--- src/rtl/space_inv_pkg.sv ---
// Shared types for the space-invaders video pipeline: element codes, screen size,
// object-table entry layout, scheduler states and the wrap-around span test.
package space_inv_pkg;

    localparam int SCREEN_W = 640;
    localparam int SCREEN_H = 480;

    typedef enum logic [2:0] {
        ELEM_SHIP      = 3'd0,
        ELEM_ALIEN0    = 3'd1,
        ELEM_ALIEN1    = 3'd2,
        ELEM_ALIEN2    = 3'd3,
        ELEM_EXPLOSION = 3'd4,
        ELEM_ROCKET    = 3'd5
    } elem_type_e;

    typedef struct packed {
        logic       en;
        logic [2:0] etype;
        logic [9:0] x;
        logic [9:0] y;
        logic [1:0] color;
    } obj_t;

    typedef struct packed {
        logic       valid;
        logic [2:0] etype;
        logic [9:0] x;
        logic [9:0] y;
        logic [1:0] color;
    } slot_t;

    typedef enum logic [1:0] {
        ST_IDLE = 2'd0,
        ST_EVAL = 2'd1,
        ST_DONE = 2'd2
    } sched_state_e;

    // 10-bit unsigned difference, so a base beyond pos wraps high and never matches.
    function automatic logic in_span(input logic [9:0] pos, input logic [9:0] base,
                                     input logic [9:0] len);
        logic [9:0] diff;
        diff = pos - base;
        return (diff < len);
    endfunction

endpackage

--- src/rtl/sprite_slot_select.sv ---
// Horizontal compare of every display slot against x and a priority encoder
// that returns the lowest-index covering slot.
module sprite_slot_select
    import space_inv_pkg::*;
#(
    parameter int LINE_SLOTS = 8,
    parameter int SPRITE_W   = 32,
    parameter int IDX_W      = $clog2(LINE_SLOTS)
) (
    input  logic [9:0]       x,
    input  slot_t            slots [LINE_SLOTS],
    output logic             hit,
    output logic [IDX_W-1:0] win_idx
);

    localparam logic [9:0] SPAN_W = 10'(SPRITE_W);

    // Walk from the last slot down so the lowest-index hit is the one left standing.
    always_comb begin
        hit     = 1'b0;
        win_idx = '0;
        for (int s = LINE_SLOTS - 1; s >= 0; s--) begin
            if (slots[s].valid && in_span(x, slots[s].x, SPAN_W)) begin
                hit     = 1'b1;
                win_idx = IDX_W'(s);
            end else begin
                hit     = hit;
                win_idx = win_idx;
            end
        end
    end

endmodule

--- src/rtl/sprite_line_scheduler.sv ---
// Object table plus per-line sprite scheduler: evaluates the next scanline into one
// slot bank while the other bank drives the registered per-pixel element outputs.
module sprite_line_scheduler
    import space_inv_pkg::*;
#(
    parameter int NUM_OBJ    = 32,
    parameter int LINE_SLOTS = 8,
    parameter int SPRITE_W   = 32,
    parameter int SPRITE_H   = 32
) (
    input  logic                       pixel_clk,
    input  logic                       reset,
    input  logic [9:0]                 x,
    input  logic [9:0]                 y,
    input  logic                       line_start,
    input  logic                       obj_we,
    input  logic [$clog2(NUM_OBJ)-1:0] obj_addr,
    input  logic                       obj_en,
    input  logic [2:0]                 obj_type,
    input  logic [9:0]                 obj_x,
    input  logic [9:0]                 obj_y,
    input  logic [1:0]                 obj_color,
    output logic                       element_valid,
    output logic [2:0]                 element_type,
    output logic [9:0]                 element_x,
    output logic [9:0]                 element_y,
    output logic [1:0]                 sprite_color,
    output logic                       line_overflow,
    output logic                       eval_late
);

    localparam int ADDR_W = $clog2(NUM_OBJ);
    localparam int SLOT_W = $clog2(LINE_SLOTS);
    localparam int CNT_W  = $clog2(LINE_SLOTS + 1);
    localparam logic [9:0]        SPAN_H    = 10'(SPRITE_H);
    localparam logic [9:0]        LAST_LINE = 10'(SCREEN_H - 1);
    localparam logic [ADDR_W-1:0] LAST_IDX  = ADDR_W'(NUM_OBJ - 1);
    localparam logic [CNT_W-1:0]  FULL_CNT  = CNT_W'(LINE_SLOTS);

    obj_t              table_q     [NUM_OBJ];
    obj_t              table_d     [NUM_OBJ];
    slot_t             eval_bank_q [LINE_SLOTS];
    slot_t             eval_bank_d [LINE_SLOTS];
    slot_t             disp_bank_q [LINE_SLOTS];
    slot_t             disp_bank_d [LINE_SLOTS];
    sched_state_e      state_q, state_d;
    logic [ADDR_W-1:0] idx_q, idx_d;
    logic [9:0]        eval_line_q, eval_line_d;
    logic [CNT_W-1:0]  slot_cnt_q, slot_cnt_d;
    logic              line_overflow_q, line_overflow_d;
    logic              eval_late_q, eval_late_d;
    slot_t             element_q, element_d;

    obj_t              scan_obj_s;
    logic              scan_hit_s;
    logic              disp_hit_s;
    logic [SLOT_W-1:0] disp_win_s;

    // The scan reads the registered table, so a same-cycle write is seen one line later.
    assign scan_obj_s = table_q[idx_q];
    assign scan_hit_s = scan_obj_s.en && in_span(eval_line_q, scan_obj_s.y, SPAN_H);

    // Table update, bank swap on line_start and the one-entry-per-cycle evaluation.
    always_comb begin
        table_d         = table_q;
        eval_bank_d     = eval_bank_q;
        disp_bank_d     = disp_bank_q;
        state_d         = state_q;
        idx_d           = idx_q;
        eval_line_d     = eval_line_q;
        slot_cnt_d      = slot_cnt_q;
        line_overflow_d = line_overflow_q;
        eval_late_d     = 1'b0;

        if (obj_we) begin
            table_d[obj_addr] = '{en: obj_en, etype: obj_type, x: obj_x, y: obj_y,
                                  color: obj_color};
        end else begin
            table_d = table_q;
        end

        if (line_start) begin
            eval_late_d = (state_q == ST_EVAL);
            disp_bank_d = eval_bank_q;
            for (int s = 0; s < LINE_SLOTS; s++) begin
                eval_bank_d[s] = '0;
            end
            line_overflow_d = 1'b0;
            eval_line_d     = (y == LAST_LINE) ? 10'd0 : (y + 10'd1);
            idx_d           = '0;
            slot_cnt_d      = '0;
            state_d         = ST_EVAL;
        end else begin
            case (state_q)
                ST_EVAL: begin
                    if (scan_hit_s && (slot_cnt_q == FULL_CNT)) begin
                        line_overflow_d = 1'b1;
                        state_d         = ST_DONE;
                    end else begin
                        if (scan_hit_s) begin
                            eval_bank_d[slot_cnt_q[SLOT_W-1:0]] =
                                '{valid: 1'b1, etype: scan_obj_s.etype, x: scan_obj_s.x,
                                  y: scan_obj_s.y, color: scan_obj_s.color};
                            slot_cnt_d = slot_cnt_q + CNT_W'(1);
                        end else begin
                            slot_cnt_d = slot_cnt_q;
                        end
                        if (idx_q == LAST_IDX) begin
                            state_d = ST_DONE;
                        end else begin
                            idx_d = idx_q + ADDR_W'(1);
                        end
                    end
                end
                ST_IDLE, ST_DONE: begin
                    state_d = state_q;
                end
                default: begin
                    state_d = ST_IDLE;
                end
            endcase
        end
    end

    sprite_slot_select #(
        .LINE_SLOTS (LINE_SLOTS),
        .SPRITE_W   (SPRITE_W),
        .IDX_W      (SLOT_W)
    ) u_slot_select (
        .x       (x),
        .slots   (disp_bank_q),
        .hit     (disp_hit_s),
        .win_idx (disp_win_s)
    );

    // A covering slot wins even where its pixel is transparent; the renderer decides that.
    always_comb begin
        element_d = '0;
        if (disp_hit_s) begin
            element_d = disp_bank_q[disp_win_s];
        end else begin
            element_d = '0;
        end
    end

    // All state, including the output register, with synchronous reset.
    always_ff @(posedge pixel_clk) begin
        if (reset) begin
            for (int i = 0; i < NUM_OBJ; i++) begin
                table_q[i] <= '0;
            end
            for (int s = 0; s < LINE_SLOTS; s++) begin
                eval_bank_q[s] <= '0;
                disp_bank_q[s] <= '0;
            end
            state_q         <= ST_IDLE;
            idx_q           <= '0;
            eval_line_q     <= '0;
            slot_cnt_q      <= '0;
            line_overflow_q <= 1'b0;
            eval_late_q     <= 1'b0;
            element_q       <= '0;
        end else begin
            table_q         <= table_d;
            eval_bank_q     <= eval_bank_d;
            disp_bank_q     <= disp_bank_d;
            state_q         <= state_d;
            idx_q           <= idx_d;
            eval_line_q     <= eval_line_d;
            slot_cnt_q      <= slot_cnt_d;
            line_overflow_q <= line_overflow_d;
            eval_late_q     <= eval_late_d;
            element_q       <= element_d;
        end
    end

    assign element_valid = element_q.valid;
    assign element_type  = element_q.etype;
    assign element_x     = element_q.x;
    assign element_y     = element_q.y;
    assign sprite_color  = element_q.color;
    assign line_overflow = line_overflow_q;
    assign eval_late     = eval_late_q;

endmodule
--- config.mk ---
export PLATFORM = sky130hd
export DESIGN_NAME = sprite_line_scheduler
export DESIGN_NICKNAME = d
export VERILOG_FILES = /design/src/rtl/space_inv_pkg.sv /design/src/rtl/sprite_slot_select.sv /design/src/rtl/sprite_line_scheduler.sv
export SDC_FILE = /design/constraint.sdc
export NUM_CORES = 2
export LEC_CHECK = 0
export BUFFER_PORTS_ARGS = -buffer_cell sky130_fd_sc_hd__buf_2
export CORE_UTILIZATION = 57
export DETAILED_ROUTE_END_ITERATION = 12
export PLACE_DENSITY_LB_ADDON = 0.12
export SYNTH_ARGS = -nofsm -noshare
export SYNTH_HDL_FRONTEND = slang
export SYNTH_SLANG_ARGS = --single-unit
--- constraint.sdc ---
create_clock -name pixel_clk -period 6.3 [get_ports pixel_clk]
set_clock_uncertainty 0.15 [all_clocks]
set_input_delay 1.575 -clock pixel_clk [delete_from_list [all_inputs] [get_ports pixel_clk]]
set_output_delay 1.575 -clock pixel_clk [all_outputs]
set_load 0.05 [all_outputs]
==> flow_summary.yaml <==
clock_tree:
  htree_levels: 4
  cts_resized: 0
  clk_latency_ns: 0.74
  cts_hold_buf: 0
  clkSlewWorstSetupHoldPaths_ns: 0.06
  cts.sinks: 1297
  cts_root_buf: "clkbuf_16"
  cts_buffer_depth: 3
  cts_inserted_buffers: 135
  cts_tree: "built"
  postCtsSetupRepairBufs: 0
setup_path:
  cp-end-kind: "register"
  worst-path-stages: 17
  cp_data_arrival_time_ns: 6.12
  path_max_fanout: 33
  cp_top_family: "multiplexers"
  slowest_delay_ns: 0.62
  crit_buf_inv: 3
  worstSetupPathType: "register to register"
  cp-start-kind: "register"
  crit_chain: "buf_12 > buf_4 > mux4_2 > mux4_2 > mux2i_1 > ha_1 > nand2_1 > nand2_1 > a2111oi_1 > nand3_1 > a2111oi_2 > nor3_1 > a2111oi_4 > and3_1 > nand3_2 > buf_4 > mux2i_1"
  cp_data_required_time_ns: 6.74
  cpMaxStageDelayCell: "dfxtp_4"
  r2r_cells: 17
timing:
  fin_crit_sh_pct: 90.27
  worst_pin_slew_ns: 1.239
  slew_violations: 0
  setup_tns_ns: 0
  finalCriticalPeriod_ns: 5.687
  hold_viol_final: 0
  rsz0062_at_grt: "false"
  maxSlewHeadroom_pct: 17.23
  fmax_ghz: 0.1758
  setup-violations-final: 0
  setup_slack_ns: 0.6130
power:
  finalPower_uw: 17050
  peakVddDrop_uv: 224.5
  leakage_uw: 0.02143
  power_per_cell_area_mw_per_mm2: 280.6
global_route:
  grt_max_degree: 204
  overflow: 0
  grt_use_total_pct: 32.22
  grt_pass1_vias: 41730
  antenna_found_initial: 7
  grt_first_pass_wirelength_mm: 247.4
cells_and_area:
  fill_cells: 7988
  finalNonFillerCells: 7392
  fin_nets: 6149
  drive_gt1_share_pct: 11.68
  area_growth_pct: 9.954
logic_synthesis:
  synth-async-reset-ratio_pct: 0
  syn_nets: 6356
  synth_edf_count: 0
  synthFlopType: "dfxtp_1"
  ys_seq_area_share_pct: 46.97
  syn-cell-area_mm2: 0.05528
  synthCells: 6224
  synth.distinct_cells: 70
  avgSynthCellArea_um2: 8.882
  synth-seq-cells: 1297
  ys.warnings.count: 0
placed_design:
  post-place-cells: 7145
  dp.final_hpwl_mm: 95.30
  place.gp.congestion: 0.8745
  pre_cts_ws_ns: 0.6544
  io_buffers: 82
route:
  drc: 0
  ant_nets: 0
  drt-total-wl_mm: 160.7
  avgViaCountPerCell: 5.978
  wl_per_cell_um: 21.74
  dr.pass1.iters: 6
  vias: 44190
  drt-initial-drc-count: 4577
hold_path:
  worstHoldPathCells: 2
  hold_path.class: "register to register"
die:
  coreArea_mm2: 0.09558
  start_util_pct: 57.84
  die_x_um: 313.4
  die_area_mm2: 0.09824
  io_pins: 83
  rows: 113
  die_h_um: 313.4
status:
  status: "finished clean"
job:
  maxCapViolations: 0
## cell families (layout without fill, tap and decap cells)
family                   Yosys count  count (layout)  share of synthesized area (%)
multiplexers                     661             661                          17.75
buffers and inverters            598             497                          4.237
AO/OA/AOI/OAI                   1159            1159                          11.66
AND/OR/NAND/NOR                 2394            2394                          17.04
flip-flops                      1297            1297                          46.97
other                              0               4                              0
XOR/XNOR                          38              38                         0.6020
adder cells (fa/ha/maj)           77              77                          1.743
## synthesized netlist by cell type, types with 5 or more instances
cell | count | area, µm²
and3_1 | 14 | 87.58
or3_1 | 5 | 31.28
nand3_1 | 100 | 500.5
buf_6 | 7 | 78.83
mux2i_1 | 390 | 3904
a21o_1 | 15 | 112.6
nand2_1 | 1893 | 7106
nand3b_1 | 6 | 45.04
xnor2_1 | 20 | 175.2
a21oi_1 | 873 | 4369
buf_2 | 18 | 90.09
ha_1 | 77 | 963.4
nor2_1 | 291 | 1092
a221oi_1 | 46 | 402.9
mux4_2 | 250 | 5630
buf_1 | 42 | 157.7
nand2b_1 | 18 | 112.6
o211ai_1 | 8 | 60.06
mux2_2 | 18 | 202.7
buf_4 | 6 | 45.04
xor2_1 | 18 | 157.7
o21a_1 | 5 | 37.54
nand4_1 | 8 | 50.05
dfxtp_1 | 1297 | 25960
a22o_1 | 47 | 411.6
a211oi_1 | 6 | 45.04
nor2b_1 | 7 | 43.79
clkbuf_1 | 436 | 1637
inv_1 | 89 | 334.1
a31oi_1 | 10 | 62.56
and2_1 | 13 | 81.33
nor3_1 | 13 | 65.06
or2_2 | 5 | 31.28
o21ai_0 | 104 | 520.5
## worst min-delay path, delay by kind of cell (launching register included)
| family | cells | cell delay (ns) |
|---|---|---|
| DFF | 1 | 0.31 |
| AOI/OAI and AO/OA | 1 | 0.05 |
| and+or+nand+nor | 1 | 0.05 |
## area by class of cell
class / instances / area [µm²] / area share, %
multi-input combinational: 4329 / 27260 / 44.85
sequential: 1297 / 25980 / 42.74
clock buffer: 203 / 4021 / 6.615
tap: 1265 / 1583 / 2.604
timing repair buffer: 165 / 1154 / 1.898
clock inverter: 40 / 444.2 / 0.7307
inverter: 89 / 334.1 / 0.5496
antenna: 4 / 10.01 / 0.01647
## metal layers
layer  vias to the layer above  part of all wire, %  track usage (%)
met5                         -                    0                0
met4                         0                  3.8            12.99
met3                       335                  6.7            4.559
met2                      1670                   48            53.83
met1                     21400                   42            42.11
li1                      20790                    -                -
## worst paths after layout
path | startpoint | endpoint | slack [ns]
max | idx_q[0]$_SDFFE_PP0P_ | eval_bank_q[72]$_SDFFE_PP0P_ | 0.61
min | table_q[652]$_SDFFE_PP0P_ | table_q[652]$_SDFFE_PP0P_ | 0.30
max reg2reg | idx_q[0]$_SDFFE_PP0P_ | eval_bank_q[72]$_SDFFE_PP0P_ | 0.61
min reg2reg | table_q[652]$_SDFFE_PP0P_ | table_q[652]$_SDFFE_PP0P_ | 0.30
## report_power, final
part	switching, µW	internal, µW
Sequential	27.9	8240
Combinational	538	225
Clock	3310	4710
Total	3880	13200
## layout by cell type, fill, tap and decap left out, types with 7 or more instances in the layout
master	Yosys	final
a31oi_1	10	10
nand2_2	1	14
a221oi_1	46	46
mux4_2	250	250
clkbuf_8	0	26
clkbuf_16	0	141
ha_1	77	77
and3_1	14	14
xor2_1	18	18
nor3_1	13	12
mux2_2	18	18
o211ai_1	8	8
nor2b_1	7	7
buf_4	6	75
mux2i_1	390	390
o21ai_0	104	104
bufinv_16	0	7
inv_1	89	89
nor2_4	0	27
nand4_1	8	8
dfxtp_1	1297	1293
a22o_1	47	47
clkinv_2	0	22
nor2_1	291	256
and2_1	13	13
a21o_1	15	15
nor2_2	0	8
a21oi_1	873	873
clkbuf_1	436	36
buf_2	18	80
nand2_1	1893	1880
nand3_1	100	98
xnor2_1	20	20
buf_12	0	8
nand2b_1	18	18
## per-stage QoR
step                      hold WS [ns]  util (%)  cell area (µm²)
final                           0.3013     63.60            60790
after global routing            0.3129     63.60            60790
after CTS                       0.3007     63.59            60780
after detailed placement        0.2924     58.92            56310
after global placement          0.2833     58.92            56310
after floorplan                 0.2675         -            55280
## registers in the layout, summed over array words and instances (netlist names)
name,cells
table_q,832
disp_bank_q,208
eval_bank_q,208
element_x,10
element_y,10
eval_line_q,10
idx_q,5
slot_cnt_q,4
element_type,3
sprite_color,2
state_q,2
element_valid,1
eval_late,1
line_overflow,1
(Power assumes the default switching activity.)
